==> src/rtl/wb_pkg.sv <==
// Shared limits and the round-robin grant helper for the write-back arbiter.
// Entry layout lives in wb_arbiter because its field widths follow that module's parameters.
package wb_pkg;

   localparam int WB_MAX_SRC   = 8;
   localparam int WB_MAX_DEPTH = 16;
   localparam int WB_SRC_IDX_W = $clog2(WB_MAX_SRC);

   // Returns the first requesting source after 'last' (cyclic). With no request it returns 'last'.
   function automatic int unsigned wb_rr_next(input logic [WB_MAX_SRC-1:0] req,
                                              input int unsigned           last,
                                              input int unsigned           num_src);
      int unsigned idx;
      int unsigned win;
      logic        found;
      win   = last;
      found = 1'b0;
      for (int unsigned i = 1; i <= WB_MAX_SRC; i++) begin
         idx = last + i;
         if (idx >= num_src) idx = idx - num_src;
         if (!found && (i <= num_src) && req[idx[WB_SRC_IDX_W-1:0]]) begin
            win   = idx;
            found = 1'b1;
         end
      end
      return win;
   endfunction

endpackage

==> src/rtl/wb_arbiter_fifo.sv <==
// In-order FIFO, zero-latency read of the head; push on full is taken only alongside a pop.
// Exposes per-slot valid bits and the top VIEW_W bits of every slot for the pending mask.
module sync_fifo #(
   parameter int WIDTH  = 8,
   parameter int DEPTH  = 4,
   parameter int VIEW_W = 1
) (
   input  logic                    clk,
   input  logic                    rst_n,
   input  logic                    i_push,
   input  logic                    i_pop,
   input  logic [WIDTH-1:0]        i_wdata,
   output logic [WIDTH-1:0]        o_rdata,
   output logic                    o_full,
   output logic                    o_empty,
   output logic [$clog2(DEPTH):0]  o_count,
   output logic [DEPTH-1:0]        o_valid,
   output logic [DEPTH*VIEW_W-1:0] o_view
);
   localparam int PTR_W = $clog2(DEPTH);
   localparam int CNT_W = PTR_W + 1;

   logic [WIDTH-1:0] r_mem [DEPTH];
   logic [PTR_W-1:0] r_wr_ptr;
   logic [PTR_W-1:0] r_rd_ptr;
   logic [CNT_W-1:0] r_count;
   logic [DEPTH-1:0] r_valid;
   logic [DEPTH-1:0] w_valid_nxt;
   logic             w_push;
   logic             w_pop;

   assign o_full  = (r_count == CNT_W'(DEPTH));
   assign o_empty = (r_count == '0);
   assign o_count = r_count;
   assign o_valid = r_valid;
   assign o_rdata = r_mem[r_rd_ptr];
   assign w_pop   = i_pop && !o_empty;
   assign w_push  = i_push && (!o_full || w_pop);

   // Clear before set so a push+pop on a full FIFO keeps the shared slot valid.
   always_comb begin
      w_valid_nxt = r_valid;
      if (w_pop)  w_valid_nxt[r_rd_ptr] = 1'b0;
      if (w_push) w_valid_nxt[r_wr_ptr] = 1'b1;
   end

   always_comb begin
      o_view = '0;
      for (int k = 0; k < DEPTH; k++) begin
         o_view[k*VIEW_W +: VIEW_W] = r_mem[k][WIDTH-1 -: VIEW_W];
      end
   end

   always_ff @(posedge clk) begin
      if (w_push) r_mem[r_wr_ptr] <= i_wdata;
   end

   always_ff @(posedge clk or negedge rst_n) begin
      if (!rst_n) begin
         r_wr_ptr <= '0;
         r_rd_ptr <= '0;
         r_count  <= '0;
         r_valid  <= '0;
      end else begin
         if (w_push) r_wr_ptr <= r_wr_ptr + 1'b1;
         if (w_pop)  r_rd_ptr <= r_rd_ptr + 1'b1;
         case ({w_push, w_pop})
            2'b10:   r_count <= r_count + 1'b1;
            2'b01:   r_count <= r_count - 1'b1;
            default: r_count <= r_count;
         endcase
         r_valid <= w_valid_nxt;
      end
   end

endmodule

==> src/rtl/wb_arbiter.sv <==
// Round-robin write-back arbiter feeding an in-order FIFO and a registered bank-write stage.
// Accept-to-write-enable is 2 cycles; ready drops when full unless a pop frees a slot this cycle.
module wb_arbiter
   import wb_pkg::*;
#(
   parameter  int DATA_WIDTH   = 32,
   parameter  int NUM_REG      = 32,
   parameter  int NUM_SRC      = 2,
   parameter  int DEPTH        = 4,
   localparam int SELECT_WIDTH = $clog2(NUM_REG)
) (
   input  logic                                   clk,
   input  logic                                   rst_n,
   input  logic [NUM_SRC-1:0]                     i_valid,
   input  logic [NUM_SRC-1:0][SELECT_WIDTH-1:0]   i_select,
   input  logic [NUM_SRC-1:0][DATA_WIDTH-1:0]     i_data,
   output logic [NUM_SRC-1:0]                     o_ready,
   input  logic                                   i_hold,
   output logic                                   o_write_enable,
   output logic [SELECT_WIDTH-1:0]                o_write_select,
   output logic [DATA_WIDTH-1:0]                  o_write_data,
   output logic [NUM_REG-1:0]                     o_pending,
   output logic                                   o_full
);
   localparam int LAST_W = $clog2(NUM_SRC);
   localparam int CNT_W  = $clog2(DEPTH) + 1;

   typedef struct packed {
      logic [SELECT_WIDTH-1:0] select;
      logic [DATA_WIDTH-1:0]   data;
   } wb_entry_t;
   localparam int ENTRY_W = $bits(wb_entry_t);

   logic [LAST_W-1:0]             r_last;
   logic [LAST_W-1:0]             w_gidx;
   logic                          w_any_req;
   logic                          w_space;
   logic                          w_accept;
   logic                          w_in_range;
   logic                          w_push;
   logic                          w_pop;
   wb_entry_t                     w_in;
   wb_entry_t                     w_out;
   logic                          w_full;
   logic                          w_empty;
   logic [CNT_W-1:0]              w_count;
   logic [DEPTH-1:0]              w_valid;
   logic [DEPTH*SELECT_WIDTH-1:0] w_view;
   logic                          r_write_enable;
   logic [SELECT_WIDTH-1:0]       r_write_select;
   logic [DATA_WIDTH-1:0]         r_write_data;
   logic [NUM_REG-1:0]            w_pending;

   assign w_gidx    = LAST_W'(wb_rr_next(WB_MAX_SRC'(i_valid), int'(r_last), NUM_SRC));
   assign w_any_req = |i_valid;
   assign w_pop     = !w_empty && !i_hold;
   assign w_space   = !w_full || w_pop;
   assign w_accept  = rst_n && w_any_req && w_space;

   always_comb begin
      o_ready = '0;
      if (w_accept) o_ready[w_gidx] = 1'b1;
   end

   always_comb begin
      w_in.select = i_select[w_gidx];
      w_in.data   = i_data[w_gidx];
   end

   // Out-of-range selects still complete the handshake; they are simply dropped here.
   assign w_in_range = ({1'b0, w_in.select} < (SELECT_WIDTH+1)'(NUM_REG));
   assign w_push     = w_accept && w_in_range;

   always_ff @(posedge clk or negedge rst_n) begin
      if (!rst_n) begin
         r_last <= LAST_W'(NUM_SRC - 1);
      end else if (w_accept) begin
         r_last <= w_gidx;
      end
   end

   sync_fifo #(
      .WIDTH  (ENTRY_W),
      .DEPTH  (DEPTH),
      .VIEW_W (SELECT_WIDTH)
   ) u_fifo (
      .clk     (clk),
      .rst_n   (rst_n),
      .i_push  (w_push),
      .i_pop   (w_pop),
      .i_wdata (w_in),
      .o_rdata (w_out),
      .o_full  (w_full),
      .o_empty (w_empty),
      .o_count (w_count),
      .o_valid (w_valid),
      .o_view  (w_view)
   );

   always_ff @(posedge clk or negedge rst_n) begin
      if (!rst_n) begin
         r_write_enable <= 1'b0;
         r_write_select <= '0;
         r_write_data   <= '0;
      end else begin
         r_write_enable <= w_pop;
         if (w_pop) begin
            r_write_select <= w_out.select;
            r_write_data   <= w_out.data;
         end
      end
   end

   always_comb begin
      w_pending = '0;
      for (int k = 0; k < DEPTH; k++) begin
         if (w_valid[k]) w_pending = w_pending | (NUM_REG'(1) << w_view[k*SELECT_WIDTH +: SELECT_WIDTH]);
      end
      if (r_write_enable) w_pending = w_pending | (NUM_REG'(1) << r_write_select);
   end

   assign o_write_enable = r_write_enable;
   assign o_write_select = r_write_select;
   assign o_write_data   = r_write_data;
   assign o_pending      = w_pending;
   assign o_full         = (w_count == CNT_W'(DEPTH));

endmodule

==> config.mk <==
export PLATFORM = sky130hd
export DESIGN_NAME = wb_arbiter
export DESIGN_NICKNAME = d
export VERILOG_FILES = /design/src/rtl/wb_pkg.sv /design/src/rtl/wb_arbiter_fifo.sv /design/src/rtl/wb_arbiter.sv
export SDC_FILE = /design/constraint.sdc
export NUM_CORES = 1
export LEC_CHECK = 0
export ABC_AREA = 0
export CORE_MARGIN = 2
export CORE_UTILIZATION = 42
export DETAILED_ROUTE_END_ITERATION = 8
export GPL_TIMING_DRIVEN = 0
export HOLD_SLACK_MARGIN = 0.1
export MAX_ROUTING_LAYER = met4
export PLACE_DENSITY_LB_ADDON = 0.05
export REMOVE_ABC_BUFFERS = 1
export SYNTH_ARGS = -nofsm -noshare
export SYNTH_HDL_FRONTEND = slang
export SYNTH_SLANG_ARGS = --single-unit
export TNS_END_PERCENT = 50
==> constraint.sdc <==
create_clock -name clk -period 2.86 [get_ports clk]
set_input_delay 0.715 -clock clk [delete_from_list [all_inputs] [get_ports clk]]
set_output_delay 0.715 -clock clk [all_outputs]
set_load 0.01 [all_outputs]
==> impl_results.md <==
- Status: complete, but fails checks
- Failing checks: setup timing
- Pint: 0.00790 W
- First drt pass iteration count: 5
- Share of cells above drive strength 1: 0.344
- Clock slew at reported path FFs: 0.08 ns
- Worst Path Max Fanout: 4
- Vias: 6493
- Core area: around 22000 µm²
- Final setup TNS: -0.144 ns
- Clock Power Share: 0.203
- Ys Warns: 0
- Antenna violations before repair: 1
- CTS tree: yes
- Die ar.: 23800 µm²
- Gate Count Post-Synth: 604
- Total gr overflow: 0
- Crit path largest cell delay: 0.42 ns
- Post-DRT Antenna Nets: 0
- All-layer global routing usage: 0.232
- Clock Path Buffers: 2
- Row cnt: 55
- Worst path bufs/invs: 2
- Psw: 0.00392 W
- CP max stage cell: edfxtp_1
- Port Buffers: between 150 and 200
- Avg Cell Area, Syn: 15.7 µm²
- Type of the worst min-delay path: in2async
- I/O pin cnt: 152
- Crit Path Category: reg2out
- Final Setup Violations: 2
- Number of global-route vias before repair: 6809
- Max-slew headroom: 0.390
- Commonest non-fill, non-tap cell in the layout: edfxtp_1
- P_leak: 5.02 nW
- First-pass GRT wire length: roughly 40000 µm
- Most frequent cells in the layout: edfxtp_1, clkdlybuf4s50_1, buf_4
- Routed WL per cell: 23.3 µm
- # DRC: 0
- Area post-placement: about 11000 µm²
- Sw frac: 0.331
- Unrepaired setup endpoints after global routing: true
- DP HPWL: 16300 µm
- Via/cell ratio: 5.77
- Root buf cell: clkbuf_16
- Post-synth EDFFs: 148
- Register area share after synthesis: 0.600
- Post-synth ARST share: 0.253
- Post-synthesis cell area: 9500 µm²
- Power Dens Cells: ~900 nW/µm²
- FILL cells: approximately 1800
- # hold bufs at CTS: 0
- Final min period: 2.96 ns
- Die Y: 154 µm
- Synthesis-to-layout area growth: 36.2%
- Slew Viols, Final: 0
- Reg2Reg Setup Slack: 0.39 ns
- TritonCTS Sinks: 198
- CP Capture Type: output port
- Final instance area: 12900 µm²
- Hold Fails Final Rpt: 0
- Yosys reg bits: 198
- Num CTS Buffers: 17
- CP startpoint kind: register
- Routability congestion estimate: between 0.9 and 1
- Max-cap violations: 0
- Netlist cell types: 50
- WL final: 26200 µm
- CP Data Arrival Time: 2.24 ns
- Slew @ Worst Pin: just over 0.9 ns
- Register share of total power: 0.403
- Initial core utilization: 0.423
- Tcrit/Tclk final: 1.03
- Final nets: between 900 and 1000
- CP Data Required Time: around 2.1 ns
- Die extent in x: 154 µm
- Detailed Route Iter0 Violations: 404
- F_max: 338 MHz
- Crit-path cells: buf_4 > nor2b_1 > a2bb2o_1 > or3_1 > dlygate4sd2_1
- Dominant synthesized flop cell: edfxtp_1
- Clk_skew: 0.0165 ns
- Setup slack after layout: -0.0965 ns
- Largest net degree at the start of global routing: 52
- Comb pwr share: 0.395
- Hold_ws: 0.171 ns
- Family with the most delay on the worst path: simple AND/OR/NAND/NOR gates
- Fin util: 0.576
- H-tree depth: 4
- Worst-Skew Late Latency: 0.43 ns
- VDD IR max: approximately 0.44 mV
==> metrics by stage <==
| step | cells | power (W) | setup slack, ns |
|---|---|---|---|
| 2_1_floorplan | 566 | 0.00715 | -0.863 |
| 3_3_place_gp | 1002 | 0.00893 | -4.19 |
| 3_5_place_dp | 1008 | 0.00903 | -1.27 |
| 4_1_cts | 1106 | 0.0118 | -0.153 |
| 5_1_grt | 1126 | 0.0124 | -0.166 |
| 6_report | 1126 | 0.0118 | -0.0965 |
==> worst paths after layout <==
check	from	end	cells after the start
max in group asynchronous	rst_n	r_last$_DFFE_PN1N_	1
worst min register to register	u_fifo.o_count[2]$_DFFE_PN0P_	u_fifo.o_count[2]$_DFFE_PN0P_	1
worst min-delay path	rst_n	o_write_data[23]$_DFFE_PN0P_	1
worst max register to register	u_fifo.o_count[0]$_DFFE_PN0P_	u_fifo.o_count[2]$_DFFE_PN0P_	10
worst max-delay path	u_fifo.r_mem[0][36]$_DFFE_PP_	o_pending[21]	5
min in group clk	u_fifo.o_count[2]$_DFFE_PN0P_	u_fifo.o_count[2]$_DFFE_PN0P_	1
==> repair_timing <==
action                                 CTS  global route
gates resized for setup                 78            27
setup endpoints to repair              185            18
pin swaps                               20             5
setup buffers                           66            19
endpoints found under the hold margin    0             0
==> metal layers <==
layer,vias to the layer above,share of wire,GRT usage
li1,2880,-,-
met1,3335,0.43,0.298
met2,247,0.50,0.381
met3,31,0.059,0.0431
met4,0,0.016,0.0648
met5,-,0,-
==> synth_stat cells, types with 3 or more instances <==
cell | number | area (µm²)
nand2_1 | 14 | 52.6
nor4bb_1 | 14 | 140
inv_1 | 10 | 37.5
and2_1 | 7 | 43.8
a211o_1 | 3 | 26.3
mux2_4 | 37 | 556
nor3_1 | 7 | 35.0
edfxtp_1 | 148 | 4440
clkbuf_1 | 26 | 97.6
a22o_1 | 4 | 35.0
nor2b_1 | 13 | 81.3
nand4b_1 | 14 | 123
xnor2_1 | 3 | 26.3
nand3_1 | 24 | 120
o32ai_1 | 4 | 35.0
mux2_2 | 38 | 428
o22ai_1 | 26 | 163
ha_1 | 9 | 113
buf_2 | 4 | 20.0
a32oi_1 | 6 | 52.6
nor2_1 | 15 | 56.3
or3_1 | 13 | 81.3
mux4_2 | 37 | 833
dfrtp_1 | 49 | 1230
buf_12 | 4 | 80.1
nor4b_1 | 5 | 43.8
nand4_1 | 7 | 43.8
nand2b_1 | 10 | 62.6
a22oi_1 | 24 | 180
==> power groups by stage <==
stage          combinational, W  sequential [W]  clock [W]
2_1_floorplan           0.00238         0.00477          0
3_3_place_gp            0.00393         0.00500          0
3_5_place_dp            0.00413         0.00490          0
4_1_cts                 0.00461         0.00477    0.00246
5_1_grt                 0.00500         0.00487    0.00258
6_report                0.00467         0.00476    0.00239
==> registers in the layout, summed over array words and instances, names as in the netlist, 2 cells and up <==
| register | cells |
|---|---|
| o_write_select | 5 |
| u_fifo.o_count | 3 |
| u_fifo.r_rd_ptr | 2 |
| u_fifo.r_wr_ptr | 2 |
| o_write_data | 32 |
| u_fifo.o_valid | 4 |
| u_fifo.r_mem | 148 |
==> cell families (layout without fill, tap and decap cells) <==
logic type / count (synthesis) / after routing / share of synthesized area
buffers and inverters: 48 / 284 / 0.0281
xor gates and xnor gates: 5 / 5 / 0.00461
muxes: 114 / 114 / 0.193
and+or+nand+nor: 154 / 154 / 0.103
other: 0 / 1 / 0
adders and majority gates: 10 / 10 / 0.0140
AOI/OAI and AO/OA: 75 / 75 / 0.0574
DFF: 198 / 198 / 0.600
==> cell type report <==
| class | count | area [µm²] | area share |
|---|---|---|---|
| clock buffers | 17 | 425 | 0.0329 |
| flip-flops and latches | 198 | 5710 | 0.442 |
| diodes | 1 | 2.50 | 0.000194 |
| multi-input cells | 358 | 3870 | 0.299 |
| inverters | 10 | 37.5 | 0.00290 |
| clock inverters | 15 | 185 | 0.0143 |
| repair buffers | 242 | 2340 | 0.181 |
| well taps | 285 | 357 | 0.0276 |
(Power assumes the default switching activity.)
